## config.mk

```make
export PLATFORM = sky130hd
export DESIGN_NAME = flash_sample_sequencer
export DESIGN_NICKNAME = d
export VERILOG_FILES = /design/src/rtl/flash_sample_sequencer.sv
export SDC_FILE = /design/constraint.sdc
export NUM_CORES = 1
export LEC_CHECK = 0
export BUFFER_PORTS_ARGS = -buffer_cell sky130_fd_sc_hd__buf_4
export CELL_PAD_IN_SITES_DETAIL_PLACEMENT = 2
export CELL_PAD_IN_SITES_GLOBAL_PLACEMENT = 2
export CORE_MARGIN = 3
export CORE_UTILIZATION = 29
export DETAILED_ROUTE_END_ITERATION = 10
export GPL_TIMING_DRIVEN = 0
export PLACE_DENSITY_LB_ADDON = 0.1
export SLEW_MARGIN = 20
export SYNTH_ARGS = -nofsm -noshare
export SYNTH_HDL_FRONTEND = slang
export SYNTH_SLANG_ARGS = --single-unit
```

## constraint.sdc

```tcl
create_clock -name i_clk_50 -period 2.4 [get_ports i_clk_50]
set_clock_uncertainty 0.05 [all_clocks]
set_input_delay 0.12 -clock i_clk_50 [delete_from_list [all_inputs] [get_ports i_clk_50]]
set_output_delay 0.12 -clock i_clk_50 [all_outputs]
set_load 0.1 [all_outputs]
```

## src/rtl/flash_sample_sequencer.sv

```systemverilog
// Flash fetch stage: on each 22 kHz tick, read a 32-bit flash word over Avalon-MM and
// emit its two 16-bit halves as audio samples, one per tick.
module flash_sample_sequencer #(
    parameter int unsigned       ADDR_W   = 23,
    parameter logic [ADDR_W-1:0] MAX_ADDR = 'h7FFFF
) (
    input  logic              i_clk_50,
    input  logic              i_reset_n,
    input  logic              i_sample_tick,
    input  logic              i_play,
    input  logic              i_dir,
    input  logic              i_restart,
    output logic [ADDR_W-1:0] o_flash_address,
    output logic              o_flash_read,
    input  logic              i_flash_waitrequest,
    input  logic [31:0]       i_flash_readdata,
    input  logic              i_flash_readdatavalid,
    output logic [15:0]       o_audio_sample,
    output logic              o_sample_valid,
    output logic              o_overrun,
    output logic              o_busy
);

    typedef enum logic [1:0] {StIdle, StReq, StWaitData, StEmit} state_e;

    state_e            r_state,          w_state_d;
    logic [ADDR_W-1:0] r_addr,           w_addr_d;
    logic              r_half_sel,       w_half_sel_d;
    logic              r_tick_pending,   w_tick_pending_d;
    logic              r_restart_pending, w_restart_pending_d;
    logic              r_word_dir,       w_word_dir_d;
    logic [31:0]       r_word_buf,       w_word_buf_d;
    logic [15:0]       r_audio_sample,   w_audio_sample_d;
    logic              r_overrun,        w_overrun_d;

    logic w_restart_req;
    logic w_consume;
    logic w_restart_apply;

    always_ff @(posedge i_clk_50) begin
        if (!i_reset_n) begin
            r_state           <= StIdle;
            r_addr            <= '0;
            r_half_sel        <= 1'b0;
            r_tick_pending    <= 1'b0;
            r_restart_pending <= 1'b0;
            r_word_dir        <= 1'b0;
            r_word_buf        <= '0;
            r_audio_sample    <= '0;
            r_overrun         <= 1'b0;
        end else begin
            r_state           <= w_state_d;
            r_addr            <= w_addr_d;
            r_half_sel        <= w_half_sel_d;
            r_tick_pending    <= w_tick_pending_d;
            r_restart_pending <= w_restart_pending_d;
            r_word_dir        <= w_word_dir_d;
            r_word_buf        <= w_word_buf_d;
            r_audio_sample    <= w_audio_sample_d;
            r_overrun         <= w_overrun_d;
        end
    end

    always_comb begin
        w_state_d           = r_state;
        w_addr_d            = r_addr;
        w_half_sel_d        = r_half_sel;
        w_restart_pending_d = r_restart_pending;
        w_word_dir_d        = r_word_dir;
        w_word_buf_d        = r_word_buf;
        w_audio_sample_d    = r_audio_sample;
        w_consume           = 1'b0;
        w_restart_apply     = 1'b0;
        w_restart_req       = i_restart | r_restart_pending;

        unique case (r_state)
            StIdle: begin
                if (w_restart_req) begin
                    w_restart_apply     = 1'b1;
                    w_restart_pending_d = 1'b0;
                    w_half_sel_d        = 1'b0;
                    w_addr_d            = i_dir ? '0 : MAX_ADDR;
                end else if (r_tick_pending && i_play) begin
                    w_consume = 1'b1;
                    if (!r_half_sel) begin
                        w_state_d    = StReq;
                        w_word_dir_d = i_dir;
                    end else begin
                        // Second half comes from the buffer, so the sample is loaded on entry to EMIT
                        w_state_d        = StEmit;
                        w_audio_sample_d = r_word_dir ? r_word_buf[31:16] : r_word_buf[15:0];
                    end
                end
            end
            StReq: begin
                if (i_restart) w_restart_pending_d = 1'b1;
                if (!i_flash_waitrequest) w_state_d = StWaitData;
            end
            StWaitData: begin
                if (i_restart) w_restart_pending_d = 1'b1;
                if (i_flash_readdatavalid) begin
                    if (w_restart_req) begin
                        w_state_d = StIdle;
                    end else begin
                        w_state_d        = StEmit;
                        w_word_buf_d     = i_flash_readdata;
                        w_audio_sample_d = r_word_dir ? i_flash_readdata[15:0]
                                                      : i_flash_readdata[31:16];
                    end
                end
            end
            StEmit: begin
                if (i_restart) w_restart_pending_d = 1'b1;
                w_state_d = StIdle;
                if (!r_half_sel) begin
                    w_half_sel_d = 1'b1;
                end else begin
                    w_half_sel_d = 1'b0;
                    if (i_dir) w_addr_d = (r_addr == MAX_ADDR) ? '0 : r_addr + 1'b1;
                    else       w_addr_d = (r_addr == '0) ? MAX_ADDR : r_addr - 1'b1;
                end
            end
        endcase

        // A tick landing on a still-pending, unconsumed tick is lost
        w_overrun_d      = i_sample_tick & r_tick_pending & ~w_consume & ~w_restart_apply;
        w_tick_pending_d = i_sample_tick | (r_tick_pending & ~w_consume & ~w_restart_apply);
    end

    assign o_flash_address = r_addr;
    assign o_flash_read    = (r_state == StReq);
    assign o_sample_valid  = (r_state == StEmit);
    assign o_busy          = (r_state != StIdle);
    assign o_audio_sample  = r_audio_sample;
    assign o_overrun       = r_overrun;

endmodule

```

==> run summary <==
Outcome -> finished clean
Area of the core -> 0.0148 mm^2
Post-synth cell types -> 64
CTS sink count -> 78
Final Net Count -> 733
Leak Pwr -> 2.34 nW
Setup crit end kind -> flop
Top_reg_cell synth -> dfxtp_1
Boundary pin count -> 83
Worst EP arrival -> 2530 ps
Post-synth top area share -> 35.1%
RSZ-0062 raised after global routing -> yes
Root buffer cell -> clkbuf_16
Mapped Cells -> 554
Die area -> 0.0169 mm^2
Synthesis-stage register bit count -> 78
CP endpoint -> o_flash_address[16]
Cell Rows -> 44
Worst Hold Class -> input port to flop
Finished Cell Area -> 0.00612 mm^2
Gr usage total -> 21.2%
Antenna violations before repair -> 0
Internal power -> 3.62 mW
Max Root-Sink Buffers -> 2
Pin count of the biggest net entering global routing -> 15
Critical path, cell by cell -> buf_4, nor4_4, nand3_2, o31a_1, buf_6, a31oi_1, o2bb2ai_1, a21oi_1
Final hold vios -> 0
Syn nets -> 601
Vias/cell -> 5.39
Htree depth -> 3
N_diodes -> 0
Post-route ant nets -> 0
Filler cells -> 1665
Dpl cell area -> 0.00532 mm^2
Asr flop ratio synth -> 0%
Synthesized cell area -> 0.00445 mm^2
Critical Path Slowest Stage Cell -> nor4_4
Clock Power Share -> 19.3%
Routed via count -> 4717
First-pass GRT wire length -> 27800 um
Peak VDD IR -> 697 uV
Yosys warns -> 0
Register area -> 0.00159 mm^2
Share of cells above drive strength 1 -> 27.8%
Peak Freq -> 0.428 GHz
DRT iter0 DRCs -> 165
Vias in the first global route -> 5039
Most numerous cell in the Yosys netlist -> nand2_1
DP HPWL -> 12400 um
CP delay by family, top -> compound AO/OA/AOI/OAI gates
CP peak stage delay -> 450 ps
Rel. slew slack -> 52.8%
Port Buffers -> 80
Period utilisation layout -> 97.3%
Post-Route WL -> 17600 um
CTS tree -> yes
RR Endpoint -> o_flash_address[16]
Synth area leader -> dfxtp_1
Comb pwr share -> 57.0%
Gpl congestion -> 0.818
DRC Markers -> 0
CTS Buf Count -> 9
First-pass iteration count of the detailed router -> 4
Sw Pwr -> 3.78 mW
Slew @ Worst Pin -> 709 ps
R2r startpoint -> o_flash_address[3]
WS Path Type -> flop to flop
Final Core Density -> 41.5%
Clock-pin slew on the worst setup and hold paths -> 60 ps
CP Max Fanout -> 10
Dominant cells by area after synthesis -> dfxtp_1 35%, nand2_1 10%, mux4_2 8.1%
Post-synth top cells -> 122 x nand2_1, 78 x dfxtp_1, 70 x a21oi_1, 26 x clkbuf_1, 21 x nor2_1
CP Depth -> 8
Switching share of power -> 51.1%
Startpoint Class -> flop
R2R setup slack -> 70 ps
Area taken by multi-input logic gates -> 0.00269 mm^2
Number of synthesized flops with an enable pin -> 0
Tmin final -> 2330 ps
Die W -> 130 um
Initial Utilization -> 30.2%
Pwr dens -> 1210 mW/mm^2
Area Overhead vs Synth -> 37.4%
Final setup vio count -> 0
Max_cap viols -> 0
Slew Viols, Final -> 0
WP buf/inv -> 2
Die Y -> 130 um
Sequential-to-total area share from yosys stat -> 35.1%
Worst Path Required -> 2600 ps
DR WL/cell -> 20.1 um
CP startpoint -> o_flash_address[3]
Final Hold Slack -> 10.4 ps
Worst-skew pair later-pin latency -> 340 ps
Worst-case reg-to-reg path depth -> 8
Reg power frac -> 23.7%
Hold wc startpoint -> i_flash_readdata[17]
Grt ovf -> 0
Synth Area per Inst -> 8.04 um^2
[placed cells by master, fill, tap and decap left out, types with 3 or more instances in the layout]
| cell type | n |
|---|---|
| nand2_1 | 120 |
| buf_4 | 92 |
| a21oi_1 | 70 |
| dfxtp_1 | 57 |
| dlygate4sd3_1 | 31 |
| clkbuf_1 | 21 |
| o21ai_0 | 20 |
| dfxtp_2 | 20 |
| inv_1 | 19 |
| nor2_1 | 18 |
| nand3_1 | 16 |
| mux4_2 | 16 |
| nor3_1 | 15 |
| a31oi_1 | 15 |
| buf_2 | 10 |
| xnor2_1 | 10 |
| nand4_1 | 9 |
| clkbuf_16 | 9 |
| and3_1 | 8 |
| buf_6 | 6 |
| o2bb2ai_1 | 6 |
| ha_1 | 6 |
| clkbuf_2 | 4 |
| o21a_1 | 4 |
| nor4_1 | 4 |
| o22ai_1 | 4 |
| xor2_1 | 4 |
| and2_1 | 4 |
| and4_1 | 3 |
| nand2_2 | 3 |
| nor3b_1 | 3 |
| o21ai_1 | 3 |
| a21o_1 | 3 |
| clkinvlp_4 | 3 |
[routing by layer]
metal	track usage [%]	routed length, um
met1	28.4	7930
met3	2.50	595
met2	35.7	8770
met4	6.36	279
met5	0	0
[kinds of logic after synthesis]
family                   after synthesis  share of synthesized area [%]
XOR/XNOR                              14                           2.75
AO/OA/AOI/OAI                        148                           20.9
adder cells (fa/ha/maj)                7                           1.97
flip-flops                            78                           35.1
multiplexers                          17                           8.32
buffers and inverters                 63                           6.58
AND/OR/NAND/NOR                      227                           24.4
[flip-flops by register name, indices dropped and copies added (netlist names)]
name               flops
r_word_buf            32
o_audio_sample        16
r_restart_pending      1
r_state                2
r_half_sel             1
o_flash_address       23
r_tick_pending         1
o_overrun              1
r_word_dir             1
[worst min path at each step]
stage | end | slack (ps) | cells past startpoint
2_1_floorplan | r_tick_pending | 190 | 2
3_3_place_gp | r_tick_pending | 300 | 3
3_5_place_dp | r_tick_pending | 300 | 3
4_1_cts | r_word_buf[17] | 0.8 | 3
5_1_grt | r_word_buf[17] | 20 | 3
6_report | r_word_buf[17] | 10 | 3
[worst reg2reg max path, delay by kind of cell (launching register included)]
| family | cells | cell delay [ps] |
|---|---|---|
| flops | 1 | 320 |
| simple gates | 2 | 630 |
| compound gates | 4 | 890 |
| buf+inv | 2 | 360 |
[cell type report]
| class | instances | share of cell area (%) |
|---|---|---|
| Inverter | 19 | 1.17 |
| Buffer | 43 | 3.76 |
| Timing Repair Buffer | 122 | 16.5 |
| Tap cell | 184 | 3.76 |
| Sequential cell | 78 | 26.0 |
| Clock inverter | 6 | 1.15 |
| Clock buffer | 10 | 3.74 |
| Multi-Input combinational cell | 413 | 44.0 |
[power groups by stage]
| stage | sequential, mW | clock [mW] | combinational, mW |
|---|---|---|---|
| floorplan | 2.68 | 0 | 1.96 |
| global placement | 1.75 | 0 | 3.83 |
| detailed placement | 1.77 | 0 | 3.93 |
| CTS | 1.75 | 1.46 | 4.14 |
| global route | 1.79 | 1.52 | 4.56 |
| finish | 1.75 | 1.43 | 4.22 |
[stage by stage]
step / setup TNS (ps) / cells / power (mW) / setup WS (ps)
after floorplan: -7.22 / 554 / 4.64 / -7.22
after global placement: -9580 / 818 / 5.58 / -587
after detailed placement: -11210 / 819 / 5.69 / -647
after CTS: -9.09 / 868 / 7.34 / -9.09
after global routing: -99.6 / 875 / 7.87 / -58.3
final: 0 / 875 / 7.40 / 65.1
[what timing repair did]
item | in CTS | in global routing
endpoints found under the hold margin | 31 | 0
setup endpoints to repair | 35 | 23
gates cloned | 0 | 0
hold buffers | 31 | 0
setup buffers | 2 | 8
pin swaps | 1 | 7
resized for setup | 19 | 14
Note: power is estimated with default switching activity, not from simulation.
